<file path="src/rtl/imm_ext_stage.sv">
// Registered RV32I/RV64I immediate extender with opcode auto-decode and illegal tagging.
// Results are buffered in a small FIFO so execute-side stalls do not back up into fetch.
module imm_ext_stage #(
    parameter int XLEN        = 32,
    parameter int AUTO_DECODE = 0,
    parameter int DEPTH       = 2
) (
    input  logic            clk,
    input  logic            rst,
    input  logic            in_valid,
    output logic            in_ready,
    input  logic [31:0]     inst,
    input  logic [2:0]      imm_src,
    output logic            out_valid,
    input  logic            out_ready,
    output logic [XLEN-1:0] out_imm,
    output logic [2:0]      out_fmt,
    output logic            out_illegal
);
    localparam int PW = $clog2(DEPTH);
    localparam int CW = PW + 1;
    localparam logic [PW-1:0] PTR_ONE = PW'(1);
    localparam logic [CW-1:0] CNT_ONE = CW'(1);

    localparam logic [2:0] FMT_I        = 3'b000;
    localparam logic [2:0] FMT_S        = 3'b001;
    localparam logic [2:0] FMT_B        = 3'b010;
    localparam logic [2:0] FMT_U        = 3'b011;
    localparam logic [2:0] FMT_J        = 3'b100;
    localparam logic [2:0] FMT_AUTO_ILL = 3'b111;

    logic [PW-1:0]   wr_ptr_q, wr_ptr_d;
    logic [PW-1:0]   rd_ptr_q, rd_ptr_d;
    logic [CW-1:0]   count_q, count_d;

    logic [XLEN-1:0] imm_mem [DEPTH];
    logic [2:0]      fmt_mem [DEPTH];
    logic            ill_mem [DEPTH];

    logic [2:0]      fmt_dec;
    logic            illegal_dec;
    logic [31:0]     imm32;
    logic [XLEN-1:0] imm_x;
    logic            push, pop;

    // Format selection: either trusted from the decoder or derived from the opcode.
    always_comb begin
        // NOTE: every comb output gets a default first, so no path can infer a latch.
        fmt_dec = imm_src;
        if (AUTO_DECODE != 0) begin
            unique case (inst[6:0])
                7'b0010011, 7'b0000011,
                7'b1100111, 7'b1110011: fmt_dec = FMT_I;
                7'b0100011:             fmt_dec = FMT_S;
                7'b1100011:             fmt_dec = FMT_B;
                7'b0110111, 7'b0010111: fmt_dec = FMT_U;
                7'b1101111:             fmt_dec = FMT_J;
                default:                fmt_dec = FMT_AUTO_ILL;
            endcase
        end
    end

    assign illegal_dec = (fmt_dec > FMT_J);

    always_comb begin
        imm32 = '0;
        unique case (fmt_dec)
            FMT_I:   imm32 = {{20{inst[31]}}, inst[31:20]};
            FMT_S:   imm32 = {{20{inst[31]}}, inst[31:25], inst[11:7]};
            FMT_B:   imm32 = {{19{inst[31]}}, inst[31], inst[7], inst[30:25], inst[11:8], 1'b0};
            FMT_U:   imm32 = {inst[31:12], 12'b0};
            FMT_J:   imm32 = {{11{inst[31]}}, inst[31], inst[19:12], inst[20], inst[30:21], 1'b0};
            default: imm32 = '0;
        endcase
    end

    assign imm_x = XLEN'($signed(imm32));

    // Ready depends only on occupancy: a pop while full does not free a slot this cycle.
    assign in_ready  = (count_q != CW'(DEPTH));
    assign out_valid = (count_q != '0);
    assign push      = in_valid && in_ready;
    assign pop       = out_valid && out_ready;

    always_comb begin
        wr_ptr_d = wr_ptr_q;
        rd_ptr_d = rd_ptr_q;
        count_d  = count_q;
        if (push) wr_ptr_d = wr_ptr_q + PTR_ONE;
        if (pop)  rd_ptr_d = rd_ptr_q + PTR_ONE;
        if (push && !pop)      count_d = count_q + CNT_ONE;
        else if (pop && !push) count_d = count_q - CNT_ONE;
    end

    always_ff @(posedge clk) begin
        // NOTE: sequential state uses non-blocking assignments so all registers update together.
        if (rst) begin
            wr_ptr_q <= '0;
            rd_ptr_q <= '0;
            count_q  <= '0;
        end else begin
            wr_ptr_q <= wr_ptr_d;
            rd_ptr_q <= rd_ptr_d;
            count_q  <= count_d;
        end
    end

    always_ff @(posedge clk) begin
        // NOTE: payload storage is not reset; count and pointers alone decide what is visible.
        if (push && !rst) begin
            imm_mem[wr_ptr_q] <= illegal_dec ? '0 : imm_x;
            fmt_mem[wr_ptr_q] <= fmt_dec;
            ill_mem[wr_ptr_q] <= illegal_dec;
        end
    end

    assign out_imm     = out_valid ? imm_mem[rd_ptr_q] : '0;
    assign out_fmt     = out_valid ? fmt_mem[rd_ptr_q] : 3'b000;
    assign out_illegal = out_valid ? ill_mem[rd_ptr_q] : 1'b0;

endmodule

</file>
<file path="config.mk">
export PLATFORM = sky130hd
export DESIGN_NAME = imm_ext_stage
export DESIGN_NICKNAME = d
export VERILOG_FILES = /design/src/rtl/imm_ext_stage.sv
export SDC_FILE = /design/constraint.sdc
export NUM_CORES = 1
export LEC_CHECK = 0
export ABC_AREA = 1
export CAP_MARGIN = 10
export CELL_PAD_IN_SITES_DETAIL_PLACEMENT = 1
export CELL_PAD_IN_SITES_GLOBAL_PLACEMENT = 1
export CORE_ASPECT_RATIO = 1.75
export CORE_MARGIN = 2
export CORE_UTILIZATION = 38
export DETAILED_ROUTE_END_ITERATION = 8
export PLACE_DENSITY = 0.81
export SYNTH_ARGS = -nofsm -noshare
export SYNTH_HDL_FRONTEND = slang
export SYNTH_SLANG_ARGS = --single-unit
</file>
<file path="constraint.sdc">
create_clock -name clk -period 5.2 [get_ports clk]
set_clock_uncertainty 0.1 [all_clocks]
set_input_delay 1.04 -clock clk [delete_from_list [all_inputs] [get_ports clk]]
set_output_delay 1.04 -clock clk [all_outputs]
set_load 0.03 [all_outputs]
</file>
==> results of run 1 <==
[through the flow]
step                cell area, sq um  hold WS (ps)
floorplan                       3313         337.8
global placement                4120         352.2
detailed placement              4120         361.9
CTS                             4483         370.1
global route                    4483         400.8
finish                          4483         367.2
[placed cells by master, fill, tap and decap left out, types with 2 or more instances in the layout]
master / n
sky130_fd_sc_hd__a21oi_1: 39
sky130_fd_sc_hd__clkbuf_16: 9
sky130_fd_sc_hd__clkinv_2: 2
sky130_fd_sc_hd__edfxtp_1: 72
sky130_fd_sc_hd__bufinv_16: 4
sky130_fd_sc_hd__clkdlybuf4s50_1: 69
sky130_fd_sc_hd__nor2_2: 3
sky130_fd_sc_hd__inv_1: 13
sky130_fd_sc_hd__nor2_4: 2
sky130_fd_sc_hd__nor2_1: 9
sky130_fd_sc_hd__nand2_1: 126
sky130_fd_sc_hd__nand4_1: 2
sky130_fd_sc_hd__nand3_1: 16
sky130_fd_sc_hd__nor3b_1: 4
sky130_fd_sc_hd__dfxtp_1: 5
sky130_fd_sc_hd__nand2_2: 2
sky130_fd_sc_hd__buf_4: 3
[path summary, 6_finish.rpt]
path | startpoint | to | slack [ps] | cells past startpoint
setup / recovery | register | out_imm[7] | 1030 | 5
hold / removal | wr_ptr_q | wr_ptr_q | 370 | 2
setup reg to reg | count_q[0] | imm_mem[0][13] | 3010 | 6
hold reg to reg | wr_ptr_q | wr_ptr_q | 370 | 2
[power by group]
part,switching [mW],internal [mW]
Clock,0.241,0.515
Sequential,0.0214,0.750
Combinational,0.603,0.318
Total,0.866,1.58
[layout make-up]
| class | count | area [sq um] | share of cell area |
|---|---|---|---|
| Inverter | 15 | 56.30 | 0.01256 |
| Clock inverter | 7 | 137.6 | 0.03070 |
| Multi-Input combinational cell | 210 | 942.2 | 0.2102 |
| Tap cell | 117 | 146.4 | 0.03265 |
| Clock buffer | 9 | 225.2 | 0.05024 |
| Sequential cell | 77 | 2262 | 0.5046 |
| Timing Repair Buffer | 72 | 713.2 | 0.1591 |
[state kept, by name, summed over array words and instances (netlist names), named ones only]
name      cells
wr_ptr_q      1
fmt_mem       6
imm_mem      64
count_q       2
rd_ptr_q      1
ill_mem       2
[routing by layer]
layer | GRT usage | vias up | share of wire
met2 | 0.3686 | 62 | 0.59
met4 | 0.08718 | 0 | 0.013
li1 | - | 1209 | -
met3 | 0.03549 | 8 | 0.034
met1 | 0.2185 | 1246 | 0.37
met5 | 0 | - | 0
[critical path, cell delays in order (launching register included)]
cell	delay (ps)
sky130_fd_sc_hd__dfxtp_1	310
sky130_fd_sc_hd__buf_4	370
sky130_fd_sc_hd__clkinv_1	940
sky130_fd_sc_hd__nand2_1	330
sky130_fd_sc_hd__a21oi_1	120
sky130_fd_sc_hd__clkdlybuf4s50_1	610
[kinds of logic (layout without fill, tap and decap cells)]
logic type / Yosys count / in the layout / share of synthesized area
compound gates: 41 / 41 / 0.06307
fa+ha+maj: 1 / 1 / 0.003776
buf+inv: 28 / 103 / 0.03663
simple gates: 168 / 168 / 0.2137
flops: 77 / 77 / 0.6828
==> qor.log, run 1 <==
qor: grt.grt_first_pass_wirelength 13,950 um
qor: placement.port-buffer-count 69
qor: timing.report.final.setup_viol 0
qor: timing.relSlewSlack 0.2553
qor: setup_path.worst-path-max-fanout 37
qor: timing.max_clock_freq 239.7 MHz
qor: routing.detail_route.first_pass.iterations 5
qor: logic_synthesis.synthDistinctLibCells 24
qor: routing.antenna_violating_nets_post_route 0
qor: routing.wl_per_cell 17.26 um
qor: run.cap_violations 0
qor: routing.drc 0
qor: grt.maximum_number_of_pins_on_one_net_before_global_route_repair 38
qor: floorplanning.initial_cell_density_of_the_core 0.3871
qor: clocking.clock_tree.htree_level_count 3
qor: clocking.cts_made_buffers 9
qor: grt.globalRouteTotalUtil 0.2014
qor: timing.postLayoutSetupSlackWorst 1028 ps
qor: pwr.cellLeakagePower 1.705 nW
qor: logic_synthesis.syn-num-nets 355
qor: clocking.cts_resized 0
qor: placement.pre_cts_ws 1321 ps
qor: clocking.clk_root_buffer_cell sky130_fd_sc_hd__clkbuf_16
qor: logic_synthesis.synth_async_reset_ratio 0
qor: clocking.clkSinkCount 77
qor: logic_synthesis.synth_ff_type sky130_fd_sc_hd__edfxtp_1
qor: setup_path.setup.worst_path.start_class register
qor: setup_path.timing.setup.critical_path_class register to primary output
qor: finish.finish.net_count 425
qor: clocking.tritoncts_clock_tree built
qor: grt.antenna_found_initial 0
qor: logic_synthesis.netlist.top_cell.by_area sky130_fd_sc_hd__edfxtp_1
qor: routing.drt_first_iter_violations 184
qor: logic_synthesis.synth.cells.most_frequent sky130_fd_sc_hd__nand2_1 (126), sky130_fd_sc_hd__edfxtp_1 (72), sky130_fd_sc_hd__a21oi_1 (39), sky130_fd_sc_hd__nand3_1 (16), sky130_fd_sc_hd__inv_1 (13)
qor: logic_synthesis.mean_instance_size_in_the_synthesized_netlist 10.52 sq um
qor: setup_path.required_time_of_the_critical_path 4060 ps
qor: pwr.cellPowerDensity 546.3 nW/um^2
qor: timing.post-route-min-period 4172 ps
qor: timing.timing_hold_violations_final 0
qor: clocking.cts_hold_buffers 0
qor: floorplanning.core_area 8558 sq um
qor: finish.num-fill-cells 955
qor: clocking.cts.path.max_buffers 2
qor: routing.dr_total_vias 2,525
qor: grt.number_of_global_route_vias_before_repair 2,748
qor: finish.fin_util 0.5238
qor: logic_synthesis.netlist_area 3313 sq um
qor: logic_synthesis.synth_cells 315
qor: logic_synthesis.synthMostInstantiatedCell sky130_fd_sc_hd__nand2_1
qor: placement.placed_cells_incl_taps 491
qor: logic_synthesis.area_contributors_post_synth sky130_fd_sc_hd__edfxtp_1 (65%), sky130_fd_sc_hd__nand2_1 (14%), sky130_fd_sc_hd__a21oi_1 (5.9%), sky130_fd_sc_hd__dfxtp_1 (3.0%), sky130_fd_sc_hd__nand3_1 (2.4%)
qor: placement.dpl.hpwl 5777 um
qor: floorplanning.num_rows 45
qor: timing.finalSetupTns 0 ps
qor: logic_synthesis.ys_seq_elements 77
qor: setup_path.crit_path_dat 3030 ps
qor: finish.finish.cell_count_without_fillers 507
qor: setup_path.endpoint_kind primary output
qor: timing.rsz_0062_raised_after_global_routing false
qor: worst_hold_path.hold_class register to register
qor: run_status.run_status complete, no violations
qor: grt.globalRouteOverflowTotal 0
qor: timing.timing.final.max_slew_violations 0
qor: floorplanning.floorplan.die.width 74.59 um
qor: logic_synthesis.seq_area_frac_synth 0.6828
qor: finish.num_antenna_cells 0
qor: routing.drt-total-wl 8753 um
qor: logic_synthesis.synth-edff-count 72
qor: floorplanning.ios 77
qor: timing.worst-slew-pin-transition 1114 ps
qor: finish.drive_above_1_share 0.07949
qor: clocking.cts_post_setup_buffers_inserted 0
qor: timing.fraction_of_the_cycle_the_final_worst_path_needs 0.8023
qor: floorplanning.chipHeight 127.5 um
qor: clocking.clk_transition_reported_paths 60 ps
qor: logic_synthesis.synth_largest_type_area_fraction 0.6526
qor: floorplanning.die_area 9511 sq um
qor: finish.syn_to_final_growth 35.31%
qor: clocking.clk_latency 340 ps
qor: logic_synthesis.ys_warn_count 0
qor: placement.routabilityCongestion 0.7779
qor: routing.vias_per_cell 4.980
qor: pwr.max-vdd-ir-drop 332.4 uV
qor: pwr.design_power_total 2.449 mW
No activity file was read; power rests on OpenSTA's default activity.
==> run 2: changes to the inputs <==
==> constraint.sdc (replaced) <==
create_clock -name clk -period 3.95 [get_ports clk]
set_clock_uncertainty 0.1 [all_clocks]
set_input_delay 0.79 -clock clk [delete_from_list [all_inputs] [get_ports clk]]
set_output_delay 0.79 -clock clk [all_outputs]
set_load 0.03 [all_outputs]
==> qor.log, run 2 (synthesis results as in run 1) <==
qor: pwr.cellPowerDensity 693.9 nW/um^2 [+27%]
qor: grt.maximum_number_of_pins_on_one_net_before_global_route_repair 37 [-2.6%]
qor: setup_path.critical_path.slowest_cell sky130_fd_sc_hd__clkinv_1
qor: timing.postLayoutSetupSlackWorst 530.7 ps [-497.1 ps]
qor: run.cap_violations 0 [unchanged]
qor: placement.pre_cts_ws 830.8 ps [-490.4 ps]
qor: timing.max_clock_freq 292.5 MHz
qor: placement.routabilityCongestion 0.8175 [+5.1%]
qor: pwr.p_int 1.927 mW [+22%]
qor: timing.relSlewSlack 0.2852 [+0.02988]
qor: clocking.tritoncts_clock_tree built
qor: routing.wl_per_cell 16.50 um [-4.4%]
qor: setup_path.required_time_of_the_critical_path 3060 ps [-1000 ps]
qor: finish.postLayoutCellArea 4393 sq um [-2.0%]
qor: routing.antenna_violating_nets_post_route 0 [unchanged]
qor: setup_path.critical_path.max_stage_delay 820 ps [-120 ps]
qor: timing.worst-slew-pin-transition 1066 ps [-48.76 ps]
qor: placement.port-buffer-count 69 [unchanged]
qor: pwr.power_frac_comb 0.386 [+0.010]
qor: clocking.clk_latency 330 ps [about the same]
qor: finish.largest-register imm_mem
qor: floorplanning.initial_cell_density_of_the_core 0.3871 [unchanged]
qor: clocking.cts_post_setup_buffers_inserted 0 [unchanged]
qor: clocking.clk_transition_reported_paths 60 ps [about the same]
qor: clocking.clock_tree.htree_level_count 3 [unchanged]
qor: pwr.cellLeakagePower 1.707 nW [+0.14%]
qor: finish.biggestRegsByFlops imm_mem x64, fmt_mem x6
qor: grt.globalRouteTotalUtil 0.1889 [-0.01252]
qor: floorplanning.chipHeight 127.5 um [unchanged]
qor: setup_path.timing.setup.critical_path_class register to primary output
qor: finish.layout_common_cells sky130_fd_sc_hd__nand2_1 (126), sky130_fd_sc_hd__edfxtp_1 (72), sky130_fd_sc_hd__clkdlybuf4s50_1 (52), sky130_fd_sc_hd__a21oi_1 (39), sky130_fd_sc_hd__buf_4 (21)
qor: floorplanning.die_area 9511 sq um [unchanged]
qor: setup_path.setup.worst_path.start_class register
qor: grt.grt_first_pass_wirelength 13,120 um [-5.9%]
qor: setup_path.endpoint_kind primary output
qor: pwr.p_sw_frac 0.3679 [+0.01434]
qor: grt.globalRouteOverflowTotal 0 [unchanged]
qor: pwr.power_frac_seq 0.332 [+0.017]
qor: grt.antenna_found_initial 0 [unchanged]
qor: finish.layout.cells.most_common sky130_fd_sc_hd__nand2_1
qor: routing.detail_route.first_pass.iterations 4 [-1]
qor: pwr.max-vdd-ir-drop 351.3 uV [+5.7%]
qor: pwr.total_switching_power 1.121 mW [+30%]
qor: pwr.power.share.clock 0.282 [-0.027]
qor: floorplanning.num_rows 45 [unchanged]
qor: timing.fraction_of_the_cycle_the_final_worst_path_needs 0.8657
qor: timing.timing.final.max_slew_violations 0 [unchanged]
qor: setup_path.path_cells clkinv_1, nand2_1, a21oi_1, clkdlybuf4s50_1
qor: timing.post-route-min-period 3419 ps
qor: clocking.cts_resized 0 [unchanged]
qor: finish.fin_util 0.5133 [-0.01053]
qor: placement.placed_cell_area 4085 sq um [-0.85%]
qor: timing.finalSetupTns 0 ps [unchanged]
qor: finish.num_antenna_cells 0 [unchanged]
qor: worst_hold_path.hold_class register to register
qor: setup_path.crit_path_dat 2530 ps [-500 ps]
qor: routing.drt-total-wl 8384 um [-4.2%]
qor: finish.finish.net_count 426 [+0.24%]
qor: timing.report.final.setup_viol 0 [unchanged]
qor: floorplanning.floorplan.die.width 74.59 um [unchanged]
qor: finish.number_of_flip_flops_under_the_largest_register_name 64 [unchanged]
qor: routing.drc 0 [unchanged]
qor: clocking.cts.path.max_buffers 2 [unchanged]
qor: routing.drt_first_iter_violations 117 [-36%]
qor: run_status.run_status complete, no violations
qor: timing.timing_hold_violations_final 0 [unchanged]
qor: clocking.cts_hold_buffers 0 [unchanged]
qor: floorplanning.ios 77 [unchanged]
qor: finish.syn_to_final_growth 32.59%
qor: timing.rsz_0062_raised_after_global_routing false
qor: clocking.cts_made_buffers 9 [unchanged]
qor: floorplanning.core_area 8558 sq um [unchanged]
qor: grt.number_of_global_route_vias_before_repair 2,629 [-4.3%]
qor: routing.vias_per_cell 4.872 [-2.2%]
qor: routing.dr_total_vias 2,475 [-2.0%]
qor: clocking.clk_root_buffer_cell sky130_fd_sc_hd__clkbuf_16
qor: placement.dpl.hpwl 5522 um [-4.4%]
qor: clocking.clkSinkCount 77 [unchanged]
qor: finish.drive_above_1_share 0.1151 [+0.03560]
qor: setup_path.worst-path-max-fanout 36 [-2.7%]
## run 2: cell count changes in the layout (fill, tap and decap cells not counted), sizes merged
cell,before,now
buf,3,21
clkbuf,9,11
clkdlybuf4s50,69,52
bufinv,4,2
## run 2: area by class of cell
class / count / area, sq um
fillers: 954 / 4165
flip-flops and latches: 77 / 2262
multi-input cells: 210 / 942.2
repair buffers: 73 / 678.2
clock buffers: 11 / 232.7
well taps: 117 / 146.4
clock inverters: 5 / 75.07
inverters: 15 / 56.30
## run 2: layer usage
layer / part of all wire / GRT usage / vias up
li1: - / - / 1209
met1: 0.38 / 0.2075 / 1189
met2: 0.57 / 0.3446 / 63
met3: 0.034 / 0.03076 / 14
met4: 0.022 / 0.08193 / 0
met5: 0 / 0 / -
## run 2: power groups by stage
stage               clock (mW)  combinational, mW  sequential, mW
floorplan                    0              0.711            1.03
global placement             0               1.16            1.03
detailed placement           0               1.18            1.03
CTS                      0.867               1.19            1.01
global route             0.893               1.26            1.02
finish                   0.858               1.18            1.01
## run 2: final timing paths
check	end	startpoint	slack [ps]	cells after the start
setup / recovery	out_imm[12]	register	530	4
hold / removal	wr_ptr_q	wr_ptr_q	370	2
setup reg to reg	count_q[1]	count_q[1]	1860	10
hold reg to reg	wr_ptr_q	wr_ptr_q	370	2
## run 2: per-stage QoR
step	instances	total power, mW	hold slack, ps
final	508	3.048	370.6
after floorplan	315	1.737	337.8
after global routing	508	3.181	393.2
after global placement	492	2.187	352.8
after CTS	508	3.074	373.3
after detailed placement	492	2.213	364.4
## run 2: critical path: cells and delay by family (launching register included)
kind                   cells  cell delay [ps]
AOI/OAI and AO/OA          1              110
DFF                        1              330
buffers and inverters      2             1430
and+or+nand+nor            1              300
